<file path="src/rtl/jb_prach_tdm_sched_if.sv">
// rtl/jb_prach_tdm_sched_if.sv - control, request and slot-output bundle for the PRACH TDM slot scheduler
interface jb_prach_tdm_sched_if #(
    parameter int N_ANTENNAS = 4,
    parameter int USR_ID_BW  = 2
);
    logic                  clk_en;
    logic [N_ANTENNAS-1:0] cfg_ant_mask;
    logic                  cfg_start;
    logic                  cfg_stop;
    logic                  sync_in;
    logic [N_ANTENNAS-1:0] req_in;
    logic                  ovf_clr;
    logic [USR_ID_BW-1:0]  slot_sel;
    logic                  slot_valid;
    logic                  round_start;
    logic                  busy;
    logic [1:0]            state_o;
    logic [N_ANTENNAS-1:0] ovf_sticky;
    logic                  align_err;

    modport master (
        output clk_en, cfg_ant_mask, cfg_start, cfg_stop, sync_in, req_in, ovf_clr,
        input  slot_sel, slot_valid, round_start, busy, state_o, ovf_sticky, align_err
    );

    modport slave (
        input  clk_en, cfg_ant_mask, cfg_start, cfg_stop, sync_in, req_in, ovf_clr,
        output slot_sel, slot_valid, round_start, busy, state_o, ovf_sticky, align_err
    );
endinterface

</file>
<file path="src/rtl/jb_prach_tdm_sched.sv">
// rtl/jb_prach_tdm_sched.sv - PRACH parallel-to-serial TDM slot scheduler with start/stop sequencing
module jb_prach_tdm_sched #(
    parameter int N_ANTENNAS = 4,
    parameter int USR_ID_BW  = 2
) (
    input  logic                 clk_4x,
    input  logic                 reset_4x,
    jb_prach_tdm_sched_if.slave  sif
);
    typedef enum logic [1:0] {
        ST_IDLE  = 2'b00,
        ST_ARMED = 2'b01,
        ST_RUN   = 2'b10,
        ST_DRAIN = 2'b11
    } state_t;

    localparam logic [USR_ID_BW-1:0] LAST_SLOT = USR_ID_BW'(N_ANTENNAS - 1);

    state_t                state, state_nxt;
    logic [USR_ID_BW-1:0]  slot_cnt, slot_nxt, slot_inc;
    logic [N_ANTENNAS-1:0] pending, pending_nxt;
    logic [N_ANTENNAS-1:0] mask_q, mask_eff;
    logic [N_ANTENNAS-1:0] served_onehot, ovf_set;
    logic                  serve, sync_run, align_hit;

    logic [USR_ID_BW-1:0]  slot_sel_q;
    logic                  slot_valid_q, round_start_q, align_err_q;
    logic [N_ANTENNAS-1:0] ovf_q;

    always_ff @(posedge clk_4x or posedge reset_4x) begin
        if (reset_4x) begin
            state <= ST_IDLE;
        end else begin
            state <= state_nxt;
        end
    end

    always_comb begin
        state_nxt = state;
        serve     = 1'b0;
        sync_run  = 1'b0;
        case (state)
            ST_IDLE: begin
                if (sif.cfg_start) state_nxt = ST_ARMED;
            end
            ST_ARMED: begin
                // a start pulse coinciding with sync masks that sync
                if (sif.cfg_stop)                        state_nxt = ST_IDLE;
                else if (sif.sync_in && !sif.cfg_start)  state_nxt = ST_RUN;
            end
            ST_RUN: begin
                serve    = sif.clk_en;
                sync_run = sif.sync_in;
                if (sif.cfg_stop) state_nxt = ST_DRAIN;
            end
            ST_DRAIN: begin
                serve = sif.clk_en;
                if (sif.clk_en && slot_cnt == LAST_SLOT) state_nxt = ST_IDLE;
            end
            default: state_nxt = ST_IDLE;
        endcase
    end

    always_comb begin
        slot_inc = (slot_cnt == LAST_SLOT) ? '0 : slot_cnt + 1'b1;
        slot_nxt = serve ? slot_inc : slot_cnt;
        if (sync_run || state == ST_IDLE || state == ST_ARMED) slot_nxt = '0;

        served_onehot = '0;
        if (serve) served_onehot[slot_cnt] = 1'b1;

        // slot 0 opens a round, so it already sees the freshly sampled mask
        mask_eff = (slot_cnt == '0) ? sif.cfg_ant_mask : mask_q;

        if (state == ST_IDLE) begin
            ovf_set     = '0;
            pending_nxt = '0;
        end else begin
            ovf_set     = sif.req_in & pending & ~served_onehot;
            pending_nxt = (pending & ~served_onehot) | sif.req_in;
        end

        // aligned only when the lane would naturally be at slot 0 next anyway
        align_hit = sync_run && (serve ? (slot_cnt != LAST_SLOT) : (slot_cnt != '0));
    end

    always_ff @(posedge clk_4x or posedge reset_4x) begin
        if (reset_4x) begin
            slot_cnt      <= '0;
            pending       <= '0;
            mask_q        <= '0;
            slot_sel_q    <= '0;
            slot_valid_q  <= 1'b0;
            round_start_q <= 1'b0;
            ovf_q         <= '0;
            align_err_q   <= 1'b0;
        end else begin
            slot_cnt <= slot_nxt;
            pending  <= pending_nxt;
            if (serve && slot_cnt == '0) mask_q <= sif.cfg_ant_mask;
            if (serve) begin
                slot_sel_q    <= slot_cnt;
                slot_valid_q  <= pending[slot_cnt] & mask_eff[slot_cnt];
                round_start_q <= (slot_cnt == '0);
            end else begin
                slot_valid_q  <= 1'b0;
                round_start_q <= 1'b0;
            end
            if (sif.ovf_clr) begin
                ovf_q       <= '0;
                align_err_q <= 1'b0;
            end else begin
                ovf_q <= ovf_q | ovf_set;
                if (align_hit) align_err_q <= 1'b1;
            end
        end
    end

    assign sif.slot_sel    = slot_sel_q;
    assign sif.slot_valid  = slot_valid_q;
    assign sif.round_start = round_start_q;
    assign sif.busy        = (state != ST_IDLE);
    assign sif.state_o     = state;
    assign sif.ovf_sticky  = ovf_q;
    assign sif.align_err   = align_err_q;
endmodule

</file>
<file path="src/flat_wrapper.sv">
// flat-port wrapper written by rule: the top's interface ports become plain ports
module jb_prach_tdm_sched_flat 
#(
    parameter int N_ANTENNAS = 4,
    parameter int USR_ID_BW  = 2
)
  (clk_4x, reset_4x, sif_clk_en, sif_cfg_ant_mask, sif_cfg_start, sif_cfg_stop, sif_sync_in, sif_req_in, sif_ovf_clr, sif_slot_sel, sif_slot_valid, sif_round_start, sif_busy, sif_state_o, sif_ovf_sticky, sif_align_err);
  jb_prach_tdm_sched_if #(.N_ANTENNAS(N_ANTENNAS), .USR_ID_BW(USR_ID_BW)) sif_i ();
  input  logic clk_4x;
  input  logic reset_4x;
  input wire logic [$bits(sif_i.clk_en)-1:0] sif_clk_en;
  input wire logic [$bits(sif_i.cfg_ant_mask)-1:0] sif_cfg_ant_mask;
  input wire logic [$bits(sif_i.cfg_start)-1:0] sif_cfg_start;
  input wire logic [$bits(sif_i.cfg_stop)-1:0] sif_cfg_stop;
  input wire logic [$bits(sif_i.sync_in)-1:0] sif_sync_in;
  input wire logic [$bits(sif_i.req_in)-1:0] sif_req_in;
  input wire logic [$bits(sif_i.ovf_clr)-1:0] sif_ovf_clr;
  output wire logic [$bits(sif_i.slot_sel)-1:0] sif_slot_sel;
  output wire logic [$bits(sif_i.slot_valid)-1:0] sif_slot_valid;
  output wire logic [$bits(sif_i.round_start)-1:0] sif_round_start;
  output wire logic [$bits(sif_i.busy)-1:0] sif_busy;
  output wire logic [$bits(sif_i.state_o)-1:0] sif_state_o;
  output wire logic [$bits(sif_i.ovf_sticky)-1:0] sif_ovf_sticky;
  output wire logic [$bits(sif_i.align_err)-1:0] sif_align_err;
  assign sif_i.clk_en = sif_clk_en;
  assign sif_i.cfg_ant_mask = sif_cfg_ant_mask;
  assign sif_i.cfg_start = sif_cfg_start;
  assign sif_i.cfg_stop = sif_cfg_stop;
  assign sif_i.sync_in = sif_sync_in;
  assign sif_i.req_in = sif_req_in;
  assign sif_i.ovf_clr = sif_ovf_clr;
  assign sif_slot_sel = sif_i.slot_sel;
  assign sif_slot_valid = sif_i.slot_valid;
  assign sif_round_start = sif_i.round_start;
  assign sif_busy = sif_i.busy;
  assign sif_state_o = sif_i.state_o;
  assign sif_ovf_sticky = sif_i.ovf_sticky;
  assign sif_align_err = sif_i.align_err;
  jb_prach_tdm_sched #(.N_ANTENNAS(N_ANTENNAS), .USR_ID_BW(USR_ID_BW)) u_core (.clk_4x(clk_4x), .reset_4x(reset_4x), .sif(sif_i));
endmodule
</file>
<file path="config.mk">
export PLATFORM = sky130hd
export DESIGN_NAME = jb_prach_tdm_sched_flat
export DESIGN_NICKNAME = d
export VERILOG_FILES = /design/src/rtl/jb_prach_tdm_sched_if.sv /design/src/rtl/jb_prach_tdm_sched.sv /design/src/flat_wrapper.sv
export SDC_FILE = /design/constraint.sdc
export NUM_CORES = 1
export LEC_CHECK = 0
export ABC_AREA = 1
export CELL_PAD_IN_SITES_DETAIL_PLACEMENT = 1
export CELL_PAD_IN_SITES_GLOBAL_PLACEMENT = 2
export CORE_ASPECT_RATIO = 0.6
export CORE_MARGIN = 4
export CORE_UTILIZATION = 24
export CTS_CLUSTER_SIZE = 14
export DETAILED_ROUTE_END_ITERATION = 10
export DONT_BUFFER_PORTS = 1
export MAX_ROUTING_LAYER = met4
export PLACE_DENSITY = 0.6
export SLEW_MARGIN = 0
export SYNTH_ARGS = -nofsm -noshare
export SYNTH_HDL_FRONTEND = slang
export SYNTH_SLANG_ARGS = --single-unit
</file>
<file path="constraint.sdc">
create_clock -name clk_4x -period 1.9 [get_ports clk_4x]
set_input_delay 0.38 -clock clk_4x [delete_from_list [all_inputs] [get_ports clk_4x]]
set_output_delay 0.38 -clock clk_4x [all_outputs]
set_load 0.02 [all_outputs]
</file>
Yosys cells after proc, flatten, opt, wreduce, memory -nomap -nowiden
Index checks and enable logic that the tools add are counted.
- flip-flop bits (word level): 21
- $add $sub $neg: 1
- magnitude comparators: 2
- eq/ne operators: 9
- muxes and demuxes: 27
- bitwise gates (word level): 7
- reductions and logical operators: 16
- operator list (kind ; number):
    2-to-1 mux 4 bit ; 5
    2-to-1 mux 2 bit ; 8
    bitwise AND 4 bit ; 3
    2-to-1 mux 1 bit ; 10
    bitwise OR 4 bit ; 2
    one-hot mux 2 bit (4 select lines) ; 1
    nonzero test 2 bit ; 4
    equality test 2 bit, second input constant ; 3
    inequality test 2 bit, second input constant ; 3
    logical AND 1 bit ; 5
    binary-select mux 1 bit (select 2 bit) ; 2
    logical NOT 2 bit ; 2
    inverter 4 bit ; 1
    AND reduction 4 bit ; 1
    less-than comparator 2 x 3 -> 1 bit, second input constant ; 1
    inequality test 3 x 2 -> 1 bit, second input constant ; 1
    adder 2 x 1 -> 2 bit, second input constant ; 1
    demux 1 bit (select 2 bit) ; 1
    equality test 2 x 1 -> 1 bit, second input constant ; 1
    >= comparator 2 x 1 -> 1 bit, second input constant ; 1
    logical OR 1 bit ; 2
    inequality test 2 x 1 -> 1 bit, second input constant ; 1
    OR reduction 2 bit ; 1
    bitwise AND 1 bit ; 1
    logical NOT 1 bit ; 1

Logic depth before layout (Yosys ltp)
Gate-level depths: netlist (run 1).
- depth in word-level cells: 10
- gate-level depth with buffers: 9

Least setup slack after synthesis (run 1)
Ideal clock, no wire load.
- kind: reg2reg
- from: register u_core.slot_cnt[0]
- to: register u_core.slot_valid_q, in the netlist u_core.sif.slot_valid
- setup time: 0.117 ns
- arrival: 1.318 ns
- path slack: 0.464 ns
- stages on the path, launching flop included: 9
- path buffers: 1
- clock period less this slack: 1.436 ns
- path through: dfrtp_1 > inv_1 > ha_1 > clkbuf_2 > or2_2 > nand4_1 > nand2_1 > nand3_1 > nand2_1
- cells in the longest elaborated chain, start to end: 6
- elaborated cells on any way between the ends: 8
- ends and longest elaborated chain (item ; RTL line ; RTL):
    start, declared ; jb_prach_tdm_sched.sv:20 ; logic [USR_ID_BW-1:0] slot_cnt, slot_nxt, slot_inc;
    start signal, assigned ; jb_prach_tdm_sched.sv:98 ; slot_cnt <= slot_nxt;
    logical NOT 2 bit ; jb_prach_tdm_sched.sv:73 ; mask_eff = (slot_cnt == '0) ? sif.cfg_ant_mask : mask_q;
    2-to-1 mux 4 bit ; jb_prach_tdm_sched.sv:73 ;
    binary-select mux 1 bit (select 2 bit) ; jb_prach_tdm_sched.sv:103 ; slot_valid_q <= pending[slot_cnt] & mask_eff[slot_cnt];
    2-to-1 mux 1 bit (implied by the code) ; jb_prach_tdm_sched.sv:103 ;
    bitwise AND 1 bit (*) ; jb_prach_tdm_sched.sv:103 ;
    2-to-1 mux 1 bit (*) ; jb_prach_tdm_sched.sv:101 ; if (serve) begin
    end signal, assigned ; jb_prach_tdm_sched.sv:103 ;
    end, declared ; jb_prach_tdm_sched.sv:27 ; logic slot_valid_q, round_start_q, align_err_q;
Mark *: on every way between the ends. The rest lies on a longest branch, timed or not. The select of a mux whose other input is x is not followed.
A chain may end at the register's enable or synchronous reset.

==> results of run 1 <==
-- routing by layer --
layer  track usage [%]  wire, um  share of wire [%]  up-vias
li1                  -         -                  -      430
met1             15.15      1459                 53      382
met2             13.71      1026                 37       24
met3             5.912       248                9.0        2
met4             1.852        17               0.62        0
met5                 -         0                  0        -
-- flip-flops by register name, indices dropped and copies added, names as in the netlist, named ones only --
signal / flops
u_core.sif.slot_valid: 1
u_core.mask_q: 4
u_core.pending: 4
u_core.sif.round_start: 1
u_core.sif.slot_sel: 2
u_core.sif.ovf_sticky: 4
u_core.sif.align_err: 1
u_core.slot_cnt: 2
u_core.sif.state_o: 1
-- worst max-delay path, stage by stage, from the launching register on --
cell,delay (ns)
dfrtp_1,0.60
nor2_1,0.11
inv_1,0.28
-- final cells by class --
class	count	area, um2
clock buffers	4	45.04
fillers	559	3020
inverters	28	107.6
multi-input cells	87	422.9
flip-flops and latches	21	525.5
well taps	60	75.07
repair buffers	2	15.01
-- stage by stage --
step	area [um2]	total power, mW
final	1191	1.652
after global routing	1191	1.792
after CTS	1191	1.686
after detailed placement	1146	1.369
after global placement	1146	1.357
after floorplan	1072	1.201
-- cell usage in the layout, fill, tap and decap left out, drive strengths merged --
master,n
nand4,4
o21ai,7
inv,28
buf,2
a21oi,6
nand2,34
clkbuf,4
ha,4
nor2,18
o21a,1
dfrtp,21
nand3,10
or2,1
o211ai,2
-- where the power goes --
part	switching (mW)	internal [mW]	leakage, nW
Combinational	0.340	0.183	0.342
Sequential	0.225	0.601	0.271
Clock	0.154	0.150	0.0228
Total	0.718	0.933	0.636
-- cell families after synthesis --
kind of cell	share of synthesized area, %
AOI/OAI and AO/OA	8.517
adders and majority gates	4.668
and+or+nand+nor	26.25
buffers and inverters	11.55
DFF	49.01
-- final timing paths --
kind | to | slack, ns | startpoint | depth (start not counted)
worst max-delay path | sif_busy | 0.27 | flop | 2
worst min-delay path | u_core.sif.align_err | 0.04 | reset_4x | 2
worst max register to register | u_core.sif.slot_valid | 0.33 | u_core.slot_cnt[0] | 7
worst min register to register | u_core.mask_q[2] | 0.50 | u_core.mask_q[2] | 2
max in group asynchronous | async pin | 1.63 | reset_4x | 2
min in group clk_4x | u_core.sif.align_err | 0.16 | sif_ovf_clr | 1
==> flow_summary.rst, run 1 <==
.. list-table::
   :header-rows: 1

   * - Metric
     - Value
   * - Commonest register cell after synthesis
     - dfrtp_1
   * - Synthesized instance count
     - 138
   * - Number of H-tree levels
     - 1
   * - Final setup violating endpoints
     - 0
   * - Number of warnings reported in the yosys synthesis log
     - 0
   * - Most frequent cells after synthesis
     - nand2_1, inv_1, dfrtp_1
   * - Site row count
     - 18
   * - Place WS
     - 0.3447 ns
   * - Detailed Place HPWL
     - 2.192 mm
   * - First-pass GRT wire length
     - 4.409 mm
   * - IO buf count
     - 0
   * - Detailed Route WL
     - 2.751 mm
   * - Final core utilization
     - 28.28%
   * - Cell types occupying the most area after synthesis
     - dfrtp_1, nand2_1, inv_1
   * - Vias after detailed routing
     - 838
   * - Sequential element share of the synthesized area
     - 49.01%
   * - Leakage power figure
     - 0.6358 nW
   * - Die extent in y
     - 59.78 um
   * - Via count of the first global-routing pass
     - 842
   * - Root Buffer Master
     - clkbuf_8
   * - Area share of the leading cell type in the synthesized netlist
     - 49.01%
   * - Final Hold Viols
     - 0
   * - Power per Cell Area
     - 1387 nW/um2
   * - Fraction of layout instances using a drive strength above 1
     - 7.042%
   * - Post-synthesis cell area
     - 1072 um2
   * - Clock edge transition at the registers on the reported setup and hold paths
     - 0.09 ns
   * - Post-DR wirelength/cell
     - 13.62 um
   * - Category of the most critical setup path
     - flop to primary output
   * - Maximum number of buffers from clock root to sink
     - 2
   * - Core area
     - 4212 um2
   * - Post-Syn Area per Cell
     - 7.770 um2
   * - Total negative slack
     - 0 ns
   * - Tmin final
     - 1.628 ns
   * - Last weighted congestion value of the routability-driven placer
     - 0.8673
   * - Largest fanout of any net on the critical path
     - 8
   * - Number of antenna violations at the first check in global routing
     - 0
   * - I/O pins
     - 27
   * - Total global routing overflow
     - 0
   * - Overall track demand over capacity in global routing
     - 10.89%
   * - Sinks on Clock Net
     - 21
   * - Library cell occupying the most area in the post-synthesis netlist
     - dfrtp_1
   * - Max transition margin
     - 72.37%
   * - Total Die Area
     - 5636 um2
   * - Number of hold buffers added after cts
     - 0
   * - Average via count per standard cell
     - 4.149
   * - Outcome
     - completed
   * - Post-Synthesis Net Count
     - 157
   * - Number of cells in the finished layout apart from fillers
     - 202
   * - Path class of the lowest-slack min-delay path
     - primary input to async pin
   * - Die X-Extent
     - 94.29 um
   * - CP required
     - 1.52 ns
   * - Area growth syn-to-layout
     - 11.08%
   * - Total placed cells including tap cells
     - 198
   * - Buffers inserted during post-CTS setup optimization
     - 0
   * - Count of nets left with antenna violations after detail routing
     - 0
   * - Largest net degree at the start of global routing
     - 22
   * - VDD IR-drop max
     - 0.0003813 V
   * - Number of instances resized during post-cts repair
     - 0
   * - Transition time of the tightest slew-check pin
     - 0.4144 ns
   * - Number of synthesized register bits
     - 21
   * - Iter 0 DRT Violations
     - 51
   * - Number of buffers created by CTS
     - 3
   * - Dominant cell by count in the synthesized netlist
     - nand2_1
   * - Worst EP arrival
     - 1.25 ns
   * - Synth cell types
     - 18
   * - Drc violations
     - 0
   * - Final clock period utilization by the worst path
     - 85.66%
   * - Post-layout nets
     - 162
   * - Highest clock frequency the design can meet
     - 614.4 MHz
   * - Max-cap violation count
     - 0
   * - Worst-Skew Late Latency
     - 0.26 ns
   * - Initial core utilization
     - 25.46%
   * - Count of final max-slew check failures
     - 0
   * - Setup repair after global routing missed its margin
     - false
   * - Nature of the critical path endpoint
     - primary output
   * - Fraction of registers with async set or reset after synthesis
     - 100.0%
   * - PnR worst setup slack
     - 0.2725 ns
   * - Post-route worst hold slack
     - 0.03529 ns
   * - Detailed-routing iteration count for the pre-antenna-repair pass
     - 4
   * - Worst setup skew after layout
     - 0.007845 ns
   * - Number of flops mapped to enable cells by yosys
     - 0
   * - Antenna fix cells
     - 0
   * - CTS tree
     - yes
   * - Type of origin of the critical path
     - flop
Power figures use the tool's default switching activity.
==> run 2, diff against run 1 <==
Settings changed: CTS_CLUSTER_SIZE 14 to 20.
==> results of run 2 <==
No change in the layout: final DEF, timing and power equal those of run 1.
==> run 3, diff against run 2 <==
Settings changed: CORE_UTILIZATION 24 to 34, CTS_CLUSTER_DIAMETER from default to 100, PLACE_DENSITY 0.6 to 0.79.
==> run 3 against run 2 <==
  * Routed wire length decreased by 2.9%
  * Final area decreased by 1.6%
  * First-iteration DRC count decreased by 31%
  * Non-clock buffer count unchanged
  * Clock-buffer cell count decreased by 1
  * Via count increased by 4.5%
  * Worst setup slack improved by 0.0045 ns
  * Sequential cell count unchanged
  * Combinational power about the same
  * Total power about the same
  * Fmax increased by 0.28%
==> flow_summary.rst, run 3 (synthesis gave the netlist of run 1 again) <==
.. list-table::
   :header-rows: 1

   * - Metric
     - Value
   * - Outcome
     - completed
   * - Post-route worst hold slack
     - 0.03093 ns (-0.004356 ns)
   * - Total placed cells including tap cells
     - 180 (-9.1%)
   * - Die extent in y
     - 51.50 um (-14%)
   * - Leakage power figure
     - 0.6347 nW (-0.16%)
   * - Net Switching
     - 0.7207 mW (+0.31%)
   * - Clock edge transition at the registers on the reported setup and hold paths
     - 0.08 ns (about the same)
   * - Final setup violating endpoints
     - 0 (unchanged)
   * - Category of the most critical setup path
     - flop to primary output
   * - Nature of the critical path endpoint
     - primary output
   * - Detailed Place HPWL
     - 2.043 mm (-6.8%)
   * - Post-DR wirelength/cell
     - 14.52 um (+6.6%)
   * - Maximum number of buffers from clock root to sink
     - 2 (unchanged)
   * - Terminus of the critical flop-to-flop path
     - u_core.sif.slot_valid
   * - Most frequent standard cell in the layout excluding fill and tap cells
     - nand2_1
   * - Number of hold buffers added after cts
     - 0 (unchanged)
   * - Count of final max-slew check failures
     - 0 (unchanged)
   * - Switching portion of total power
     - 43.60% (+0.11 points)
   * - Total Die Area
     - 4146 um2 (-26%)
   * - Post-layout nets
     - 162 (unchanged)
   * - Total negative slack
     - 0 ns (unchanged)
   * - Number of antenna violations at the first check in global routing
     - 0 (unchanged)
   * - Minimum setup slack among reg-to-reg paths
     - 0.29 ns (-0.04 ns)
   * - Vias after detailed routing
     - 876 (+4.5%)
   * - Detailed-routing iteration count for the pre-antenna-repair pass
     - 4 (unchanged)
   * - Final Hold Viols
     - 0 (unchanged)
   * - Total internal power
     - 0.9322 mW (-0.14%)
   * - Setup repair after global routing missed its margin
     - false
   * - Number of buffers created by CTS
     - 3 (unchanged)
   * - Sinks on Clock Net
     - 21 (unchanged)
   * - Worst-Skew Late Latency
     - 0.26 ns (about the same)
   * - Type of origin of the critical path
     - flop
   * - Path class of the lowest-slack min-delay path
     - primary input to async pin
   * - Final core utilization
     - 39.79% (+12 points)
   * - Area growth syn-to-layout
     - 9.335%
   * - Proportion of power drawn by the clock network
     - 18.5% (about the same)
   * - Antenna fix cells
     - 0 (unchanged)
   * - Site row count
     - 15 (-3)
   * - Final clock period utilization by the worst path
     - 85.42% (-0.24 points)
   * - Highest-count cells in the layout ignoring fill and taps
     - nand2_1, inv_1, dfrtp_1
   * - Root Buffer Master
     - clkbuf_8
   * - Average via count per standard cell
     - 4.761 (+15%)
   * - Tmin final
     - 1.623 ns (-0.004537 ns)
   * - Logic gate share of total power
     - 31.7% (about the same)
   * - CTS tree
     - yes
   * - Overall track demand over capacity in global routing
     - 15.86% (+5.0 points)
   * - Worst setup skew after layout
     - 0.002436 ns (-0.005409 ns)
   * - Sequential fraction of design power
     - 49.8% (-0.2 points)
   * - Max transition margin
     - 71.40% (-0.97 points)
   * - Transition time of the tightest slew-check pin
     - 0.4290 ns (+0.01458 ns)
   * - Reg-to-Reg Start
     - u_core.slot_cnt[0]
   * - Die X-Extent
     - 80.50 um (-15%)
   * - Drc violations
     - 0 (unchanged)
   * - Detailed Route WL
     - 2.672 mm (-2.9%)
   * - IO buf count
     - 0 (unchanged)
   * - Count of nets left with antenna violations after detail routing
     - 0 (unchanged)
   * - Number of instances resized during post-cts repair
     - 0 (unchanged)
   * - Worst EP arrival
     - 1.24 ns (about the same)
   * - Initial core utilization
     - 36.39% (+11 points)
   * - VDD IR-drop max
     - 0.0005649 V (+48%)
   * - First-pass GRT wire length
     - 4.878 mm (+11%)
   * - Max-cap violation count
     - 0 (unchanged)
   * - Fraction of layout instances using a drive strength above 1
     - 7.746% (+0.70 points)
   * - Reg2Reg Depth
     - 7 (unchanged)
   * - Number of cells in the finished layout apart from fillers
     - 184 (-8.9%)
   * - Highest clock frequency the design can meet
     - 616.2 MHz (+0.28%)
   * - Filler cells
     - 380 (-32%)
   * - Core area
     - 2947 um2 (-30%)
   * - I/O pins
     - 27 (unchanged)
   * - Iter 0 DRT Violations
     - 35 (-31%)
   * - Last weighted congestion value of the routability-driven placer
     - 0.9189 (+5.9%)
   * - Buffers inserted during post-CTS setup optimization
     - 0 (unchanged)
   * - Number of H-tree levels
     - 1 (unchanged)
   * - Via count of the first global-routing pass
     - 1003 (+19%)
   * - Total global routing overflow
     - 0 (unchanged)
   * - Power per Cell Area
     - 1410 nW/um2 (+1.7%)
   * - CP required
     - 1.52 ns (about the same)
   * - Largest net degree at the start of global routing
     - 22 (unchanged)
   * - Largest fanout of any net on the critical path
     - 8 (unchanged)
==> run 3: cell types whose count changed in the layout (fill, tap and decap cells not counted), sizes merged <==
cell / previous run / this run
clkbuf: 4 / 3
clkinvlp: 0 / 1
==> run 3: layer usage <==
layer	wire length [um]	GRT usage (%)	vias to the layer above
li1	-	-	433
met1	1296	20.48	415
met2	1151	23.76	22
met3	184	5.709	6
met4	41	4.213	0
met5	0	-	-
==> run 3: layout make-up <==
cell class	count	area [um2]	share of cell area (%)
clock buffers	3	41.29	3.522
clock inverters	1	7.507	0.6403
inverters	28	107.6	9.178
multi-input cells	87	422.9	36.07
flip-flops and latches	21	525.5	44.82
well taps	42	52.55	4.482
repair buffers	2	15.01	1.281
==> run 3: power groups by stage <==
stage / registers, mW / clock network (mW) / logic [mW]
2_1_floorplan: 0.785 / 0 / 0.416
3_3_place_gp: 0.828 / 0 / 0.509
3_5_place_dp: 0.834 / 0 / 0.524
4_1_cts: 0.828 / 0.322 / 0.533
5_1_grt: 0.850 / 0.341 / 0.622
6_report: 0.823 / 0.306 / 0.523
==> run 3: how the worst max path moves through the flow <==
| stage | startpoint | depth (start not counted) | end | slack (ns) |
|---|---|---|---|---|
| floorplan | u_core.slot_cnt[0] | 8 | u_core.sif.slot_valid | 0.46 |
| global placement | u_core.slot_cnt[1] | 7 | u_core.sif.slot_valid | 0.42 |
| detailed placement | u_core.slot_cnt[0] | 7 | u_core.sif.slot_valid | 0.36 |
| CTS | flop | 2 | sif_busy | 0.25 |
| global route | u_core.slot_cnt[0] | 7 | u_core.sif.slot_valid | 0.16 |
| finish | flop | 2 | sif_busy | 0.28 |
==> run 3: critical path, stage by stage, from the launching register on <==
cell,delay (ns)
dfrtp_1,0.61
nor2_1,0.10
inv_1,0.26
==> run 3: through the flow <==
step	worst slack [ns]	power, mW	cell area, um2
detailed placement	0.3578	1.358	1124
floorplan	0.4641	1.201	1072
global route	0.1636	1.813	1172
finish	0.2770	1.653	1172
CTS	0.2512	1.684	1172
global placement	0.4237	1.337	1124
